## config.mk

```make
export PLATFORM = sky130hd
export DESIGN_NAME = regfile_write_arbiter_flat
export DESIGN_NICKNAME = d
export VERILOG_FILES = /design/src/rtl/regfile_write_arbiter_if.sv /design/src/rtl/regfile_write_arbiter.sv /design/src/flat_wrapper.sv
export SDC_FILE = /design/constraint.sdc
export NUM_CORES = 1
export LEC_CHECK = 0
export BUFFER_PORTS_ARGS = -buffer_cell sky130_fd_sc_hd__buf_2
export CORE_ASPECT_RATIO = 1.1
export CORE_UTILIZATION = 44
export CTS_CLUSTER_DIAMETER = 80
export DETAILED_ROUTE_END_ITERATION = 10
export PLACE_DENSITY = 0.83
export SLEW_MARGIN = 5
export SYNTH_ARGS = -nofsm -noshare
export SYNTH_HDL_FRONTEND = slang
export SYNTH_SLANG_ARGS = --single-unit
export TNS_END_PERCENT = 5
```

## constraint.sdc

```tcl
create_clock -name clock -period 1.5 [get_ports clock]
set_input_delay 0.075 -clock clock [delete_from_list [all_inputs] [get_ports clock]]
set_output_delay 0.075 -clock clock [all_outputs]
set_load 0.03 [all_outputs]
```

## src/rtl/regfile_write_arbiter_if.sv

```systemverilog
// Writeback handshake and register-file write port shared by the two requesters
// and the arbiter.
interface regfile_write_arbiter_if #(
    parameter int DATA_W = 8,
    parameter int ADDR_W = 3
);
    logic              req_a;
    logic [ADDR_W-1:0] reg_a;
    logic [DATA_W-1:0] data_a;
    logic              ack_a;
    logic              req_b;
    logic [ADDR_W-1:0] reg_b;
    logic [DATA_W-1:0] data_b;
    logic              ack_b;
    logic              esc_reg;
    logic [ADDR_W-1:0] reg_escr;
    logic [DATA_W-1:0] dado_escr;

    // Requester / register-file side
    modport master (
        output req_a, reg_a, data_a, req_b, reg_b, data_b,
        input  ack_a, ack_b, esc_reg, reg_escr, dado_escr
    );

    // Arbiter side
    modport slave (
        input  req_a, reg_a, data_a, req_b, reg_b, data_b,
        output ack_a, ack_b, esc_reg, reg_escr, dado_escr
    );
endinterface

```

## src/rtl/regfile_write_arbiter.sv

```systemverilog
// Round-robin arbiter for the register file write port, with a per-register
// busy scoreboard that flags decode hazards on pending source registers.
module regfile_write_arbiter #(
    parameter int DATA_W     = 8,
    parameter int ADDR_W     = 3,
    parameter int FIRST_PRIO = 0
) (
    input  logic                   clock,
    input  logic                   reset,
    regfile_write_arbiter_if.slave bus,
    input  logic                   rsv_valid,
    input  logic [ADDR_W-1:0]      rsv_reg,
    input  logic [ADDR_W-1:0]      rd1_reg,
    input  logic [ADDR_W-1:0]      rd2_reg,
    output logic                   hazard,
    output logic [2**ADDR_W-1:0]   busy
);
    localparam int NREG = 2**ADDR_W;

    // last_b set means B won the most recent grant, so A wins the next contention
    logic              last_b;
    logic              grant;
    logic [ADDR_W-1:0] win_reg;
    logic [DATA_W-1:0] win_data;
    logic [NREG-1:0]   busy_next;

    always_comb begin
        bus.ack_a = 1'b0;
        bus.ack_b = 1'b0;
        if (!reset) begin
            bus.ack_a = bus.req_a && (!bus.req_b || last_b);
            bus.ack_b = bus.req_b && (!bus.req_a || !last_b);
        end
        grant    = bus.ack_a || bus.ack_b;
        win_reg  = bus.ack_b ? bus.reg_b  : bus.reg_a;
        win_data = bus.ack_b ? bus.data_b : bus.data_a;
    end

    // A reservation landing on the commit edge of the same register wins
    always_comb begin
        busy_next = busy;
        if (bus.esc_reg)
            busy_next[bus.reg_escr] = 1'b0;
        if (rsv_valid && (rsv_reg != '0))
            busy_next[rsv_reg] = 1'b1;
        busy_next[0] = 1'b0;
    end

    always_comb begin
        hazard = 1'b0;
        if (!reset)
            hazard = ((rd1_reg != '0) && busy[rd1_reg]) ||
                     ((rd2_reg != '0) && busy[rd2_reg]);
    end

    always_ff @(posedge clock or posedge reset) begin
        if (reset) begin
            bus.esc_reg   <= 1'b0;
            bus.reg_escr  <= '0;
            bus.dado_escr <= '0;
            busy          <= '0;
            last_b        <= (FIRST_PRIO == 0);
        end else begin
            busy <= busy_next;
            if (grant) begin
                bus.reg_escr  <= win_reg;
                bus.dado_escr <= win_data;
                bus.esc_reg   <= (win_reg != '0);
                last_b        <= bus.ack_b;
            end else begin
                bus.esc_reg <= 1'b0;
            end
        end
    end
endmodule

```

## src/flat_wrapper.sv

```systemverilog
// flat-port wrapper written by rule: the top's interface ports become plain ports
module regfile_write_arbiter_flat 
#(
    parameter int DATA_W     = 8,
    parameter int ADDR_W     = 3,
    parameter int FIRST_PRIO = 0
)
  (clock, reset, rsv_valid, rsv_reg, rd1_reg, rd2_reg, hazard, busy, bus_req_a, bus_reg_a, bus_data_a, bus_req_b, bus_reg_b, bus_data_b, bus_ack_a, bus_ack_b, bus_esc_reg, bus_reg_escr, bus_dado_escr);
  regfile_write_arbiter_if #(.DATA_W(DATA_W), .ADDR_W(ADDR_W)) bus_i ();
  input  logic clock;
  input  logic reset;
  input  logic rsv_valid;
  input  logic [ADDR_W-1:0] rsv_reg;
  input  logic [ADDR_W-1:0] rd1_reg;
  input  logic [ADDR_W-1:0] rd2_reg;
  output logic hazard;
  output logic [2**ADDR_W-1:0] busy;
  input wire logic [$bits(bus_i.req_a)-1:0] bus_req_a;
  input wire logic [$bits(bus_i.reg_a)-1:0] bus_reg_a;
  input wire logic [$bits(bus_i.data_a)-1:0] bus_data_a;
  input wire logic [$bits(bus_i.req_b)-1:0] bus_req_b;
  input wire logic [$bits(bus_i.reg_b)-1:0] bus_reg_b;
  input wire logic [$bits(bus_i.data_b)-1:0] bus_data_b;
  output wire logic [$bits(bus_i.ack_a)-1:0] bus_ack_a;
  output wire logic [$bits(bus_i.ack_b)-1:0] bus_ack_b;
  output wire logic [$bits(bus_i.esc_reg)-1:0] bus_esc_reg;
  output wire logic [$bits(bus_i.reg_escr)-1:0] bus_reg_escr;
  output wire logic [$bits(bus_i.dado_escr)-1:0] bus_dado_escr;
  assign bus_i.req_a = bus_req_a;
  assign bus_i.reg_a = bus_reg_a;
  assign bus_i.data_a = bus_data_a;
  assign bus_i.req_b = bus_req_b;
  assign bus_i.reg_b = bus_reg_b;
  assign bus_i.data_b = bus_data_b;
  assign bus_ack_a = bus_i.ack_a;
  assign bus_ack_b = bus_i.ack_b;
  assign bus_esc_reg = bus_i.esc_reg;
  assign bus_reg_escr = bus_i.reg_escr;
  assign bus_dado_escr = bus_i.dado_escr;
  regfile_write_arbiter #(.DATA_W(DATA_W), .ADDR_W(ADDR_W), .FIRST_PRIO(FIRST_PRIO)) u_core (.clock(clock), .reset(reset), .bus(bus_i), .rsv_valid(rsv_valid), .rsv_reg(rsv_reg), .rd1_reg(rd1_reg), .rd2_reg(rd2_reg), .hazard(hazard), .busy(busy));
endmodule
```

==> run summary, run 1 <==
status: finished with violations
violated checks: setup timing
Cells after Synth: 122
Critical Path End Type: output port
Post-synth EDFFs: 0
Rows: 18
Switch Pwr: 0.000743 W
max FFs per register: 8
HP Start: bus_data_b[7]
setup ws final: -148 ps
Inserted Diodes: 0
crit share post-route: 1.10
initial antenna violation count: 0
clk root buf: clkbuf_4
asr flop ratio synth: 1.00
final hold slack: 24.3 ps
Max Root-Sink Buffers: 2
vias per cell: 5.65
starting density of the core: 0.473
combinational share of power: 0.417
Post-Place Cells: 204
largest net degree at the start of global routing: 24
Die W: 49.4 µm
Vias: 1198
Synth Cell Area: 1090 µm²
RSZ-0062 raised after global routing: true
slowest CP cell: mux4_2
CTS tree: yes
RR Endpoint: u_core.bus.esc_reg
Synth cell types: 24
total grt overflow: 0
Levels on crit path: 4
r2r setup slk: 180 ps
CP Max Fanout: 3
Avg Synthesized Cell Area: 8.90 µm²
WS Path Type: reg2out
clk sink count: 20
Max rail drop VDD: 0.000927 V
Port Buf Inserts: 57
Area Growth Syn to Fin: 37.3%
Layout Cells excl Fill: 212
cell-internal power: 0.00108 W
final instance area: 1490 µm²
pwr dens: 1220 nW/µm²
Largest Register: u_core.bus.dado_escr
die area: 2670 µm²
CTS buffer count: 3
Commonest cells post-synth: o21ai_0 (24), dfrtp_1 (19), a31oi_1 (12), nor2_1 (12), nand3_1 (11)
layout cells sized above 1: 0.390
vias in the first global route: 1085
core area: 2300 µm²
DIE HEIGHT: 54.1 µm
RR Startpoint: u_core.last_b
Area contributors post-synth: dfrtp_1 (44%), o21ai_0 (11%), a31oi_1 (6.9%)
IO Count: 59
Relative slew margins: 0.632
Tot Pwr: 0.00182 W
sw frac: 0.408
DRT iter0 DRCs: 27
placed cell areas: 1410 µm²
Yosys top cell area share: 0.438
Final min period: 1650 ps
slowest stage delay, CP: 510 ps
DP HPWL: 2.22 mm
Top Registers: u_core.bus.dado_escr x8, u_core.busy x7, u_core.bus.reg_escr x3
worst hold path class: in2reg
Seq pwr share: 0.414
hold path cells: 3
first-pass GRT wire length: 4.63 mm
Final Hold Fails: 0
Final setup viols: 1
post-synthesis sequential area ratio: 0.462
CP startpoint: u_core.busy[6]
Max Cap Viol: 0
CTS clk-pin slew, worst paths: 110 ps
GPL Wtd Cong: 0.797
final antenna-violating net count: 0
fin nets: 219
area leader, netlist: dfrtp_1
gr usage total: 0.234
Reg2Reg Depth: 3
fmax: 607 MHz
final wirelength: 2.93 mm
worst clock skew: 3.20 ps
YS warnings: 0
pins over their slew limit: 0
Worst-Skew Late Latency: 290 ps
Worst Tran Pin Value: 551 ps
Routed WL per cell: 13.8 µm
Residual DRC: 0
crit path launch type: flop
synthesized flop and latch total: 20
ys flop type: dfrtp_1
WHS Endpoint: u_core.bus.dado_escr[7]
filler cell count: 217
crit path buf inv count: 1
Top delay family on crit path: multiplexers
most frequent cell after synthesis: o21ai_0
Net Count, Synth: 158
htree depth: 1
critical path required time: 1420 ps
sequence of cells on the critical path: mux2i_1 > mux4_2 > a31oi_4 > buf_6
CP arrival: 1570 ps
leakage: 0.678 nW
Clock Power Share: 0.169
DR pass1 iterations: 4
[worst min-delay path, delay by kind of cell]
family / cells / cell delay [ps]
AO/OA/AOI/OAI: 1 / 70
buffers and inverters: 1 / 90
AND/OR/NAND/NOR: 1 / 50
[worst max path at each step]
stage,end,slack (ps)
6_report,hazard,-150
4_1_cts,hazard,-170
5_1_grt,hazard,-250
3_5_place_dp,hazard,60
3_3_place_gp,hazard,130
2_1_floorplan,hazard,2
[what timing repair did]
item                                    in CTS  in global routing
endpoints found under the setup margin       2                  2
pin swaps                                    1                  0
resized for setup                            3                  1
hold buffers                                 2                  1
setup buffers                                1                  0
endpoints found under the hold margin       14                  1
[final cells by class]
cell class,instances,area (µm²),area share
flip-flops and latches,20,503,0.337
multi-input cells,93,563,0.378
clock buffers,4,36.3,0.0243
well taps,30,37.5,0.0252
repair buffers,63,344,0.231
inverters,2,7.51,0.00503
[placed cells by master (no fill, tap or decap)]
cell and instances:
clkbuf_8 1, buf_6 1, buf_2 56, o21ba_2 1
clkbuf_4 3, o31ai_1 2, dfrtp_1 18, nor2b_1 1
a211o_1 1, a31oi_1 11, a21boi_0 1, dfrtp_2 1
nand2b_1 8, mux2i_1 4, conb_1 1, dfstp_2 1
and2_4 1, o32ai_1 1, nand3_1 11, inv_1 2
o21ai_0 24, a31oi_4 1, nand2_1 8, buf_4 3
a21oi_1 2, o311ai_0 1, mux4_2 2, dlygate4sd3_1 3
nor2_1 12
[through the flow]
step | setup WS (ps) | setup TNS (ps) | util
2_1_floorplan | 1.62 | 0 | -
6_report | -148 | -148 | 0.649
3_5_place_dp | 57.2 | 0 | 0.613
3_3_place_gp | 127 | 0 | 0.613
4_1_cts | -169 | -169 | 0.644
5_1_grt | -251 | -251 | 0.649
[cells by family (layout without fill, tap and decap cells)]
family                 after synthesis  after routing  share of synthesized area
other                                1              1                    0.00345
and+or+nand+nor                     41             41                      0.177
muxes                                6              6                     0.0783
DFF                                 20             20                      0.462
AOI/OAI and AO/OA                   45             45                      0.243
buffers and inverters                9             69                     0.0357
[power groups by stage]
| stage | Combinational, W | Clock (W) | Sequential (W) |
|---|---|---|---|
| 2_1_floorplan | 0.000279 | 0 | 0.000965 |
| 3_3_place_gp | 0.000713 | 0 | 0.000749 |
| 3_5_place_dp | 0.000729 | 0 | 0.000766 |
| 4_1_cts | 0.000755 | 0.000317 | 0.000754 |
| 5_1_grt | 0.000815 | 0.000346 | 0.000772 |
| 6_report | 0.000760 | 0.000308 | 0.000753 |
[per-layer routing]
layer,share of wire,track usage,vias to the layer above
met5,0,0,-
met4,0.022,0.143,0
met3,0.081,0.0395,8
met2,0.48,0.406,73
met1,0.41,0.276,550
li1,-,-,567
Note: power is estimated with default switching activity, not from simulation.
==> run 2, diff against run 1 <==
--- a/config.mk
+++ b/config.mk
@@ -7,10 +7,10 @@
 export LEC_CHECK = 0
 export BUFFER_PORTS_ARGS = -buffer_cell sky130_fd_sc_hd__buf_2
 export CORE_ASPECT_RATIO = 1.1
-export CORE_UTILIZATION = 44
+export CORE_UTILIZATION = 47
 export CTS_CLUSTER_DIAMETER = 80
 export DETAILED_ROUTE_END_ITERATION = 10
-export PLACE_DENSITY = 0.83
+export PLACE_DENSITY = 0.88
 export SLEW_MARGIN = 5
 export SYNTH_ARGS = -nofsm -noshare
 export SYNTH_HDL_FRONTEND = slang
==> constraint.sdc (replaced) <==
create_clock -name clock -period 1.95 [get_ports clock]
set_input_delay 0.0975 -clock clock [delete_from_list [all_inputs] [get_ports clock]]
set_output_delay 0.0975 -clock clock [all_outputs]
set_load 0.03 [all_outputs]
==> run summary, run 2 (synthesis gave the netlist of run 1 again) <==
status: complete, no violations
Residual DRC: 0
Seq pwr share: 0.436
fmax: 580 MHz
cell-internal power: 0.000770 W
RR Startpoint: u_core.last_b
Area Growth Syn to Fin: 30.6%
CTS buffer count: 3
RSZ-0062 raised after global routing: false
pins over their slew limit: 0
worst clock skew: 2.72 ps
Top Registers: u_core.bus.dado_escr x8, u_core.busy x7, u_core.bus.reg_escr x3
Port Buf Inserts: 57
critical path required time: 1850 ps
GPL Wtd Cong: 0.823
Levels on crit path: 4
CP Capture Point: hazard
Vias: 1184
clk root buf: clkbuf_4
clk sink count: 20
Worst-Skew Late Latency: 290 ps
final antenna-violating net count: 0
DR pass1 iterations: 4
first-pass GRT wire length: 4.58 mm
Clock Power Share: 0.152
vias per cell: 5.75
max FFs per register: 8
combinational share of power: 0.412
crit share post-route: 0.884
RR Endpoint: u_core.bus.reg_escr[2]
Relative slew margins: 0.510
total grt overflow: 0
CP startpoint: u_core.busy[7]
vias in the first global route: 1148
pwr dens: 933 nW/µm²
core area: 2080 µm²
Critical Path End Type: output port
htree depth: 1
post_cts resized: 0
final wirelength: 2.95 mm
layout cells sized above 1: 0.365
commonest non-fill, non-tap cells in the layout: buf_2 (57), o21ai_0 (24), dfrtp_1 (19)
gr usage total: 0.259
CTS Hold Bufs: 1
r2r setup slk: 510 ps
crit path launch type: flop
Switch Pwr: 0.000554 W
sw frac: 0.418
Most Crowded Layer GR: met2
Max Cap Viol: 0
Final Hold Fails: 0
CTS tree: yes
die area: 2510 µm²
initial antenna violation count: 0
largest net degree at the start of global routing: 24
Max Root-Sink Buffers: 2
Final setup viols: 0
buffers inserted by post-CTS timing repair: 0
Inserted Diodes: 0
Die W: 47.8 µm
Top delay family on crit path: multiplexers
starting density of the core: 0.521
fin nets: 215
slowest stage delay, CP: 470 ps
crit path buf inv count: 1
met1 Use GR: 0.316
WS Path Type: reg2out
CP arrival: 1630 ps
DIE HEIGHT: 52.4 µm
CP Max Fanout: 4
Largest Register: u_core.bus.dado_escr
Routed WL per cell: 14.3 µm
Tot Pwr: 0.00132 W
Max rail drop VDD: 0.000584 V
met3 usage: 0.0414
slowest CP cell: mux4_2
Rows: 17
sequence of cells on the critical path: mux2i_1 > mux4_2 > a31oi_1 > buf_2
IO Count: 59
DRT iter0 DRCs: 30
M2 GR Usage: 0.428
commonest non-fill, non-tap cell in the layout: buf_2
Worst Tran Pin Value: 735 ps
setup TNS: 0 ps
Reg2Reg Depth: 3
DP HPWL: 2.25 mm
leakage: 0.650 nW
CTS clk-pin slew, worst paths: 110 ps
Final min period: 1720 ps
worst hold path class: in2reg
[run 2: changes by cell type in the layout (fill, tap and decap cells not counted)]
| cell | delta |
|---|---|
| and2_1 | +1 |
| clkbuf_8 | -1 |
| a31oi_4 | -1 |
| buf_2 | +1 |
| dfrtp_2 | -1 |
| a31oi_1 | +1 |
| and2_4 | -1 |
| clkbuf_1 | +1 |
| dfrtp_1 | +1 |
| buf_6 | -1 |
| buf_4 | -2 |
| dlygate4sd3_1 | -2 |
[run 2: metal layers]
metal  up-vias  share of wire  wire [µm]
met3         9          0.060        176
met4         0          0.020         58
met2        60           0.51       1510
met5         -              0          0
li1        559              -          -
met1       556           0.41       1210
[run 2: worst register-to-register path: stages, from the launching register on]
cell and delay, ps:
dfstp_2 570, and2_1 400, o21ai_0 180, a31oi_1 210
[run 2: worst min-delay path by stage]
stage          cells past startpoint  slack (ps)        from                      end
3_3_place_gp                       2         310       reset  u_core.bus.dado_escr[1]
5_1_grt                            2          30  rsv_reg[0]           u_core.busy[2]
3_5_place_dp                       2         320       reset       u_core.bus.esc_reg
6_report                           2          30  rsv_reg[2]           u_core.busy[2]
2_1_floorplan                      1          60       reset  u_core.bus.dado_escr[0]
4_1_cts                            2          20  rsv_reg[0]           u_core.busy[2]
[run 2: metrics by stage]
| stage | hold slack [ps] | area [µm²] | cells | setup slack [ps] | utilization |
|---|---|---|---|---|---|
| floorplan | 60.6 | 1090 | 122 | 209 | - |
| global placement | 307 | 1380 | 201 | 612 | 0.663 |
| detailed placement | 319 | 1380 | 201 | 553 | 0.663 |
| CTS | 21.5 | 1420 | 206 | 223 | 0.681 |
| global route | 30.6 | 1420 | 206 | 114 | 0.681 |
| finish | 27.1 | 1420 | 206 | 226 | 0.681 |
[run 2: power by group through the flow]
stage / clock network [W] / registers [W] / logic [W]
2_1_floorplan: 0 / 0.000740 / 0.000202
3_3_place_gp: 0 / 0.000574 / 0.000531
3_5_place_dp: 0 / 0.000585 / 0.000544
4_1_cts: 0.000205 / 0.000577 / 0.000547
5_1_grt: 0.000218 / 0.000590 / 0.000594
6_report: 0.000201 / 0.000577 / 0.000546
[run 2: area by class of cell]
cell class	count	area [µm²]
inverter	2	7.51
sequential	20	502
timing repair buffer	59	303
tap	28	35.0
fill	193	666
clock buffer	4	26.3
multi-input combinational	93	546
